## src/rtl/nec_ir_if.sv

```systemverilog
// Request/status bundle between a frame source and the NEC IR transmitter.
interface nec_ir_if;
    logic        startIN;
    logic        repeatIN;
    logic [31:0] dataIN;
    logic        busyOUT;
    logic        doneOUT;
    logic        envelopeOUT;
    logic        irOUT;

    modport master (
        output startIN, repeatIN, dataIN,
        input  busyOUT, doneOUT, envelopeOUT, irOUT
    );

    modport slave (
        input  startIN, repeatIN, dataIN,
        output busyOUT, doneOUT, envelopeOUT, irOUT
    );
endinterface

```

## src/rtl/nec_ir_transmitter.sv

```systemverilog
// NEC IR transmitter: sends 32-bit data frames or repeat codes in a fixed
// 192-unit frame period, with a carrier-modulated LED output.
module nec_ir_transmitter #(
    parameter int unsigned CLOCK_HZ   = 50_000_000,
    parameter int unsigned CARRIER_HZ = 38_000
) (
    input  logic     clkIN,
    input  logic     nResetIN,
    nec_ir_if.slave  bus
);
    localparam int unsigned UNIT_CYCLES = CLOCK_HZ / 1778;
    localparam int unsigned HALF_CYCLES = CLOCK_HZ / (2 * CARRIER_HZ);
    localparam int unsigned FRAME_UNITS = 192;
    localparam int unsigned UNIT_W      = $clog2(UNIT_CYCLES + 1);
    localparam int unsigned HALF_W      = $clog2(HALF_CYCLES + 1);

    typedef enum logic [2:0] {
        S_IDLE, S_LEAD_MARK, S_LEAD_SPACE, S_REPEAT_SPACE,
        S_BIT_MARK, S_BIT_SPACE, S_STOP_MARK, S_GAP
    } state_t;

    state_t              r_state;
    logic [UNIT_W-1:0]   r_unit_cnt;
    logic [3:0]          r_units_left;
    logic [7:0]          r_frame_units;
    logic [4:0]          r_bit;
    logic                r_repeat;
    logic [31:0]         r_data;
    logic                r_start_q;
    logic                r_repeat_q;
    logic [31:0]         r_data_q;
    logic [HALF_W-1:0]   r_car_cnt;
    logic                r_busy;
    logic                r_done;
    logic                r_env;
    logic                r_ir;

    logic w_unit_end;
    logic w_seg_end;
    logic w_frame_end;
    logic w_car_end;
    logic w_accept;
    logic w_done_next;

    assign w_unit_end  = (r_unit_cnt == UNIT_W'(UNIT_CYCLES - 1));
    assign w_seg_end   = w_unit_end && (r_units_left == 4'd0);
    assign w_frame_end = w_unit_end && (r_frame_units == 8'(FRAME_UNITS - 1));
    assign w_car_end   = (r_car_cnt == HALF_W'(HALF_CYCLES - 1));
    // A request may start a frame from IDLE or on the final GAP cycle, so
    // back-to-back frames keep the exact frame period.
    assign w_accept    = (r_start_q || r_repeat_q) &&
                         ((r_state == S_IDLE) || ((r_state == S_GAP) && w_frame_end));
    assign w_done_next = (r_state == S_GAP) &&
                         (r_frame_units == 8'(FRAME_UNITS - 1)) &&
                         (r_unit_cnt == UNIT_W'(UNIT_CYCLES - 2));

    always_ff @(posedge clkIN or negedge nResetIN) begin
        if (!nResetIN) begin
            r_state       <= S_IDLE;
            r_unit_cnt    <= '0;
            r_units_left  <= 4'd0;
            r_frame_units <= 8'd0;
            r_bit         <= 5'd0;
            r_repeat      <= 1'b0;
            r_data        <= 32'd0;
            r_start_q     <= 1'b0;
            r_repeat_q    <= 1'b0;
            r_data_q      <= 32'd0;
            r_car_cnt     <= '0;
            r_busy        <= 1'b0;
            r_done        <= 1'b0;
            r_env         <= 1'b0;
            r_ir          <= 1'b0;
        end else begin
            r_start_q  <= bus.startIN;
            r_repeat_q <= bus.repeatIN;
            r_data_q   <= bus.dataIN;
            r_done     <= w_done_next;

            if (r_env) begin
                if (w_car_end) begin
                    r_car_cnt <= '0;
                    r_ir      <= ~r_ir;
                end else begin
                    r_car_cnt <= r_car_cnt + HALF_W'(1);
                end
            end

            if (r_state != S_IDLE) begin
                r_unit_cnt <= w_unit_end ? '0 : r_unit_cnt + UNIT_W'(1);
                if (w_unit_end) begin
                    r_frame_units <= r_frame_units + 8'd1;
                    r_units_left  <= r_units_left - 4'd1;
                end
            end

            // Segment transitions; a mark always restarts the carrier high.
            case (r_state)
                S_LEAD_MARK: if (w_seg_end) begin
                    r_state      <= r_repeat ? S_REPEAT_SPACE : S_LEAD_SPACE;
                    r_units_left <= r_repeat ? 4'd3 : 4'd7;
                    r_env        <= 1'b0;
                    r_ir         <= 1'b0;
                end
                S_LEAD_SPACE, S_REPEAT_SPACE: if (w_seg_end) begin
                    r_state      <= (r_state == S_LEAD_SPACE) ? S_BIT_MARK : S_STOP_MARK;
                    r_units_left <= 4'd0;
                    r_env        <= 1'b1;
                    r_ir         <= 1'b1;
                    r_car_cnt    <= '0;
                end
                S_BIT_MARK: if (w_seg_end) begin
                    r_state      <= S_BIT_SPACE;
                    r_units_left <= r_data[r_bit] ? 4'd2 : 4'd0;
                    r_env        <= 1'b0;
                    r_ir         <= 1'b0;
                end
                S_BIT_SPACE: if (w_seg_end) begin
                    r_state      <= (r_bit == 5'd31) ? S_STOP_MARK : S_BIT_MARK;
                    r_bit        <= r_bit + 5'd1;
                    r_units_left <= 4'd0;
                    r_env        <= 1'b1;
                    r_ir         <= 1'b1;
                    r_car_cnt    <= '0;
                end
                S_STOP_MARK: if (w_seg_end) begin
                    r_state <= S_GAP;
                    r_env   <= 1'b0;
                    r_ir    <= 1'b0;
                end
                S_GAP: if (w_frame_end) begin
                    r_state <= S_IDLE;
                    r_busy  <= 1'b0;
                end
                default: ;
            endcase

            if (w_accept) begin
                r_state       <= S_LEAD_MARK;
                r_repeat      <= !r_start_q;
                if (r_start_q) r_data <= r_data_q;
                r_busy        <= 1'b1;
                r_env         <= 1'b1;
                r_ir          <= 1'b1;
                r_car_cnt     <= '0;
                r_unit_cnt    <= '0;
                r_units_left  <= 4'd15;
                r_frame_units <= 8'd0;
                r_bit         <= 5'd0;
            end
        end
    end

    assign bus.busyOUT     = r_busy;
    assign bus.doneOUT     = r_done;
    assign bus.envelopeOUT = r_env;
    assign bus.irOUT       = r_ir;
endmodule

```

## src/flat_wrapper.sv

```systemverilog
// flat-port wrapper written by rule: the top's interface ports become plain ports
module nec_ir_transmitter_flat 
#(
    parameter int unsigned CLOCK_HZ   = 50_000_000,
    parameter int unsigned CARRIER_HZ = 38_000
)
  (clkIN, nResetIN, bus_startIN, bus_repeatIN, bus_dataIN, bus_busyOUT, bus_doneOUT, bus_envelopeOUT, bus_irOUT);
  nec_ir_if bus_i ();
  input  logic clkIN;
  input  logic nResetIN;
  input wire logic [$bits(bus_i.startIN)-1:0] bus_startIN;
  input wire logic [$bits(bus_i.repeatIN)-1:0] bus_repeatIN;
  input wire logic [$bits(bus_i.dataIN)-1:0] bus_dataIN;
  output wire logic [$bits(bus_i.busyOUT)-1:0] bus_busyOUT;
  output wire logic [$bits(bus_i.doneOUT)-1:0] bus_doneOUT;
  output wire logic [$bits(bus_i.envelopeOUT)-1:0] bus_envelopeOUT;
  output wire logic [$bits(bus_i.irOUT)-1:0] bus_irOUT;
  assign bus_i.startIN = bus_startIN;
  assign bus_i.repeatIN = bus_repeatIN;
  assign bus_i.dataIN = bus_dataIN;
  assign bus_busyOUT = bus_i.busyOUT;
  assign bus_doneOUT = bus_i.doneOUT;
  assign bus_envelopeOUT = bus_i.envelopeOUT;
  assign bus_irOUT = bus_i.irOUT;
  nec_ir_transmitter #(.CLOCK_HZ(CLOCK_HZ), .CARRIER_HZ(CARRIER_HZ)) u_core (.clkIN(clkIN), .nResetIN(nResetIN), .bus(bus_i));
endmodule
```

## config.mk

```make
export PLATFORM = sky130hd
export DESIGN_NAME = nec_ir_transmitter_flat
export DESIGN_NICKNAME = d
export VERILOG_FILES = /design/src/rtl/nec_ir_if.sv /design/src/rtl/nec_ir_transmitter.sv /design/src/flat_wrapper.sv
export SDC_FILE = /design/constraint.sdc
export NUM_CORES = 1
export LEC_CHECK = 0
export CAP_MARGIN = 5
export CORE_MARGIN = 2
export CORE_UTILIZATION = 45
export CTS_CLUSTER_DIAMETER = 50
export CTS_CLUSTER_SIZE = 8
export DETAILED_ROUTE_END_ITERATION = 8
export GPL_TIMING_DRIVEN = 0
export SETUP_SLACK_MARGIN = 0.4
export SYNTH_ARGS = -nofsm -noshare
export SYNTH_HDL_FRONTEND = slang
export SYNTH_SLANG_ARGS = --single-unit
```

## constraint.sdc

```tcl
create_clock -name clkIN -period 3.4 [get_ports clkIN]
set_clock_uncertainty 0.05 [all_clocks]
set_input_delay 0.68 -clock clkIN [delete_from_list [all_inputs] [get_ports clkIN]]
set_output_delay 0.68 -clock clkIN [all_outputs]
set_load 0.005 [all_outputs]
```

# Word-level counts from Yosys, hierarchy flattened
# Index checks and enable logic that the tools add are counted.
dict set report totals {
  output_inout_bits 4
  mem_bits_ro 0
  mem_count 0
  ramBits 0
  elab_cells 120
  latch_bits 0
  regBits 116
}
dict set report op_classes {
  bitwise_logic 1
  muxes 49
  div 0
  reduce_logical 29
  eq_ne 20
  add_sub_neg 5
  n_shift 0
  n_mul 0
  order_cmp 1
}
# op count
set ops {}
lappend ops {{$mux 10} 5}
lappend ops {{$mux 15} 3}
lappend ops {{$eq 15x15->1 const B} 2}
lappend ops {{$mux 3} 8}
lappend ops {{$mux 4} 6}
lappend ops {{$mux 8} 3}
lappend ops {{$ne 3x1->1 const B} 8}
lappend ops {{$pmux 3 s6} 1}
lappend ops {{$add 15x1->15 const B} 1}
lappend ops {{$mux 5} 3}
lappend ops {{$mux 1} 13}
lappend ops {{$eq 3x3->1 const B} 4}
lappend ops {{$pmux 4 s3} 1}
lappend ops {{$reduce_bool 2->1} 6}
lappend ops {{$add 10x1->10 const B} 1}
lappend ops {{$eq 10x10->1 const B} 1}
lappend ops {{$add 8x1->8 const B} 1}
lappend ops {{$eq 8x8->1 const B} 1}
lappend ops {{$reduce_and 2->1} 4}
lappend ops {{$reduce_and 7->1} 1}
lappend ops {{$reduce_bool 7->1} 1}
lappend ops {{$eq 3x2->1 const B} 2}
lappend ops {{$logic_and 1x1->1} 6}
lappend ops {{$lt 5x6->1 const B} 1}
lappend ops {{other kinds (16)} 22}

# Logic depth before layout (Yosys ltp)
dict set report depth {
  ltp_word 7
  ltp_mapped 8
  mapped_depth_nobuf 7
}

# Worst setup path after synthesis
# OpenSTA, ideal clock, no wires.
dict set report synth_timing {
  path_type {register to register}
  from {register u_core.r_units_left[0]}
  to {register u_core.r_car_cnt[0]}
  setup_slack_ns 1.232
  period_less_slack_ns 2.168
  stages_incl_launch_ff 9
  setup_ns 0.136
  arrival_time_ns 1.982
  t_required_ns 3.214
  cell_sequence {dfrtp_1 -> inv_1 -> ha_1 -> or3b_2 -> clkbuf_1 -> or2_0 -> buf_2 -> o221ai_2 -> nor2_1}
}
dict set report synth_via {
  elab_chain_cells 5
}
# element line_no
set synth_rtl {}
lappend synth_rtl {{start: declaration} nec_ir_transmitter.sv:24} ;# logic [3:0] r_units_left;
lappend synth_rtl {{start signal: assignment} nec_ir_transmitter.sv:93} ;# r_units_left <= r_units_left - 4'd1;
lappend synth_rtl {{start signal: assignment} nec_ir_transmitter.sv:101} ;# r_units_left <= r_repeat ? 4'd3 : 4'd7;
lappend synth_rtl {{start signal: assignment} nec_ir_transmitter.sv:114} ;# r_units_left <= r_data[r_bit] ? 4'd2 : 4'd0;
lappend synth_rtl {{$logic_not 4->1} nec_ir_transmitter.sv:46} ;# assign w_seg_end = w_unit_end && (r_units_left == 4'd0);
lappend synth_rtl {{$logic_and 1x1->1} nec_ir_transmitter.sv:46}
lappend synth_rtl {{$mux 10} {nec_ir_transmitter.sv:105, nec_ir_transmitter.sv:118}}
lappend synth_rtl {{$mux 10} --}
lappend synth_rtl {{$mux 10} nec_ir_transmitter.sv:138} ;# if (w_accept) begin
lappend synth_rtl {{end signal: assignment} nec_ir_transmitter.sv:85} ;# r_car_cnt <= r_car_cnt + HALF_W'(1);
lappend synth_rtl {{end: declaration} nec_ir_transmitter.sv:32} ;# logic [HALF_W-1:0] r_car_cnt;
# Every way passes these cells.
# A chain may end at the register's enable or synchronous reset.

# Worst setup path in the final report
dict set report layout_timing {
  from {register u_core.r_unit_cnt[5]}
  to {register u_core.r_frame_units[5]}
}
dict set report layout_via {
  elab_chain_cells 7
  word_cells_on_any_way 9
  cone_classes {1 x eq/ne; 1 x mux; 7 x reduce/logical}
}
# element line_no
set layout_rtl {}
lappend layout_rtl {{start: declaration} nec_ir_transmitter.sv:23} ;# logic [UNIT_W-1:0] r_unit_cnt;
lappend layout_rtl {{start signal: assignment} nec_ir_transmitter.sv:90} ;# r_unit_cnt <= w_unit_end ? '0 : r_unit_cnt + UNIT_W'(1);
lappend layout_rtl {{$eq 15x15->1 *} nec_ir_transmitter.sv:45} ;# assign w_unit_end = (r_unit_cnt == UNIT_W'(UNIT_CYCLES - 1));
lappend layout_rtl {{$logic_and 1x1->1} nec_ir_transmitter.sv:47} ;# assign w_frame_end = w_unit_end && (r_frame_units == 8'(FRAME_UNITS - 1));
lappend layout_rtl {{$logic_and 1x1->1} nec_ir_transmitter.sv:52} ;# ((r_state == S_IDLE) || ((r_state == S_GAP) && w_frame_end));
lappend layout_rtl {{$logic_or 1x1->1} nec_ir_transmitter.sv:52}
lappend layout_rtl {{$logic_and 1x1->1} nec_ir_transmitter.sv:51} ;# assign w_accept = (r_start_q || r_repeat_q) &&
lappend layout_rtl {{$reduce_bool 2->1 (no line)} --}
lappend layout_rtl {{$reduce_and 2->1 (no line)} --}
lappend layout_rtl {{end signal: assignment} nec_ir_transmitter.sv:92} ;# r_frame_units <= r_frame_units + 8'd1;
lappend layout_rtl {{end: declaration} nec_ir_transmitter.sv:25} ;# logic [7:0] r_frame_units;
# Mark *: on every way between the ends. The rest lies on a longest branch, timed or not.

==> results.yml <==
outcome:
  status: "complete, no violations"
global_routing:
  grt_overflow_total: 0
  grtUsageTotal_pct: 16.82
  grt_antenna_before_repair: 0
  grt_max_degree: 62
  grt_pass1_vias: 3393
  grt_pass1_wl_um: 16320
clock_network:
  clkTransAtPathRegs_ps: 50
  htree_levels: 4
  cts_root_buf: "clkbuf_16"
  holdBufCountCts: 0
  clock_latency_ps: 410
  cts_resized: 0
  clock-sinks: 116
  postCtsSetupBuffers: 0
  cts_buffers: 17
  clockBufferDepth: 2
  cts_tree: "yes"
sta:
  min_period_over_period_pct: 74.09
  max_freq_mhz: 397.0
  hold_viol_final: 0
  period_minus_slack_ps: 2519
  fin_ws_ps: 881.0
  slew_violations: 0
  setup-violations-final: 0
  hold-worst-slack_ps: 172.8
  worst_pin_slew_ps: 683.6
  rsz0062_at_grt: "false"
  relSlewSlack_pct: 53.94
  setup_tns_ps: 0
critical_path:
  regToRegSetupSlack_ps: 880
  worstPathArrival_ps: 2750
  max_stage_delay_ps: 540
  path_common_cell: "a21oi_1"
  critical-path-top-delay-family: "simple AND/OR/NAND/NOR gates"
  cp_slowest_cell: "nor4_4"
  r2r-start: "u_core.r_unit_cnt[5]$_DFFE_PN0P_"
  crit_type: "flip-flop to flip-flop"
  reg2reg_to: "u_core.r_frame_units[5]$_DFFE_PN0P_"
  critPathBufInv: 1
  worst_setup_path_start_kind: "flip-flop"
  cp_cell_sequence: "nand4b_1, nor4_4, a21oi_1, nor2_1, buf_2, a21oi_1"
  end_kind: "flip-flop"
  cp_max_fo: 10
  r2r_cells: 6
  cp.required_ps: 3630
placement:
  place.detailed.hpwl_um: 6545
  dp.cells: 604
  port_buffers: 39
  dpl_worst_slack_ps: 690.4
  place.gp.congestion: 0.8377
synthesis:
  synth_cell_type_count: 57
  yosys.area.top_type: "dfrtp_1"
  netlist_top_cells_area: "dfrtp_1 57%, mux2_2 6.6%, mux4_2 3.1%, nor2_1 3.1%, xnor2_1 2.9%"
  synthCells: 424
  ys_seq_elements: 116
  yosysMostFrequentCell: "dfrtp_1"
  synth_common_cells: "116 x dfrtp_1, 42 x nor2_1, 30 x mux2_2"
  synth_edf_count: 0
  synth-main-ff-cell: "dfrtp_1"
  ys_seq_area_share_pct: 56.92
  synth.net_count: 469
  ys_async_sr_fraction_pct: 100.0
  netlist_area_sq_um: 5100
  syn-mean-instance-area_sq_um: 12.03
  synth_top_area_share_pct: 56.92
  ys_warn_count: 0
final_layout:
  syn_to_final_growth_pct: 22.74
  fin_nets: 528
  fin_cells: 636
  seqCellArea_sq_um: 2903
  multi_input_area_sq_um: 2068
  final_layout_size_suffix_gt1_share_pct: 18.95
  fillers: 921
  diodes: 0
die:
  core_sq_um: 10940
  die_w_um: 110.5
  placementRows: 38
  start_util_pct: 46.64
  pin_count: 40
  design.die.area_sq_um: 12200
  die_y_um: 110.5
drt:
  antenna_left: 0
  drt_iter0_drc: 137
  wl_per_cell_um: 14.91
  vias: 3351
  viasPerCell: 5.269
  first_pass_iters: 4
  drc_errors: 0
  drt-total-wl_um: 9484
run:
  maxCapViolations: 0
pwr:
  max-vdd-ir-drop_mv: 0.4812
  power_density_nw_per_um2: 606.5
  p_total_mw: 3.797
  power.leakage_nw: 2.675
hold_path:
  hold_class: "primary input to asynchronous set/reset pin"
cell families (layout without fill, tap and decap cells):
family	Yosys count	in the layout	synth area share, %
simple gates	138	138	14.75
buf+inv	31	103	2.649
compound gates	57	57	7.311
fa+ha+maj	9	9	2.208
mux	45	45	11.36
xor+xnor	28	28	4.809
flops	116	116	56.92
how the worst max path moves through the flow:
stage | start | to | slack (ps) | depth (start not counted)
floorplan | u_core.r_units_left[0]$_DFF_PN0_ | u_core.r_car_cnt[0]$_DFF_PN0_ | 1230 | 8
global placement | nResetIN | u_core.r_data_q[6]$_DFF_PN0_ | -2790 | 1
detailed placement | u_core.r_frame_units[0]$_DFFE_PN0P_ | u_core.r_frame_units[5]$_DFFE_PN0P_ | 690 | 7
CTS | u_core.r_frame_units[0]$_DFFE_PN0P_ | u_core.r_frame_units[5]$_DFFE_PN0P_ | 670 | 7
global route | u_core.r_unit_cnt[0]$_DFFE_PN0P_ | u_core.r_bit[3]$_DFFE_PN0P_ | 610 | 8
finish | u_core.r_unit_cnt[5]$_DFFE_PN0P_ | u_core.r_frame_units[5]$_DFFE_PN0P_ | 880 | 6
layout make-up:
| type | count | share of cell area (%) |
|---|---|---|
| Clock inverter | 10 | 1.199 |
| Tap cell | 140 | 2.798 |
| Sequential cell | 116 | 46.37 |
| Clock buffer | 22 | 7.735 |
| Buffer | 19 | 1.439 |
| Multi-Input combinational cell | 277 | 33.04 |
| Inverter | 12 | 0.7196 |
| Timing Repair Buffer | 40 | 6.696 |
registers in the layout, indices dropped and copies added, names as in the netlist:
signal,cells
u_core.r_repeat_q,1
u_core.bus.irOUT,1
u_core.r_start_q,1
u_core.bus.doneOUT,1
u_core.r_units_left,4
u_core.r_repeat,1
u_core.r_data_q,32
u_core.r_bit,5
u_core.bus.envelopeOUT,1
u_core.r_unit_cnt,15
u_core.r_data,32
u_core.r_frame_units,8
u_core.bus.busyOUT,1
u_core.r_car_cnt,10
u_core.r_state,3
metal layers:
layer | part of all wire (%) | GRT usage, %
met4 | 1.2 | 6.250
met3 | 4.4 | 5.488
met1 | 45 | 21.36
met2 | 50 | 26.99
met5 | 0 | 0
through the flow:
step | cell area, sq um | utilization (%)
finish | 6260 | 57.24
CTS | 6254 | 57.19
global route | 6260 | 57.24
detailed placement | 5694 | 52.07
global placement | 5665 | 51.81
floorplan | 5100 | -
power by group:
| part | switching [mW] | total, mW | internal (mW) |
|---|---|---|---|
| clock network | 0.627 | 1.64 | 1.01 |
| registers | 0.131 | 1.72 | 1.59 |
| logic | 0.184 | 0.440 | 0.257 |
| total | 0.942 | 3.80 | 2.85 |
worst reg2reg max path: stages, from the launching register on:
cell	delay [ps]
dfrtp_1	410
nand4b_1	300
nor4_4	540
a21oi_1	220
nor2_1	460
buf_2	330
a21oi_1	90
layout by cell type (no fill, tap or decap), types with 3 or more instances in the layout:
cell type / n
a21oi_1: 17
and3_1: 6
buf_2: 9
clkbuf_1: 9
clkbuf_16: 17
clkbuf_8: 4
clkdlybuf4s50_1: 38
clkinv_4: 3
clkinvlp_4: 4
dfrtp_1: 116
ha_1: 9
inv_1: 12
mux2_1: 3
mux2_2: 30
mux2i_1: 5
mux4_2: 7
nand2_1: 27
nand3_1: 12
nand3b_1: 5
nand4_1: 9
nor2_1: 42
nor3_1: 4
o211ai_1: 3
o21ai_0: 15
o221ai_1: 3
o31ai_1: 3
or3_1: 8
xnor2_1: 17
xor2_1: 11
Note: power is estimated with default switching activity, not from simulation.
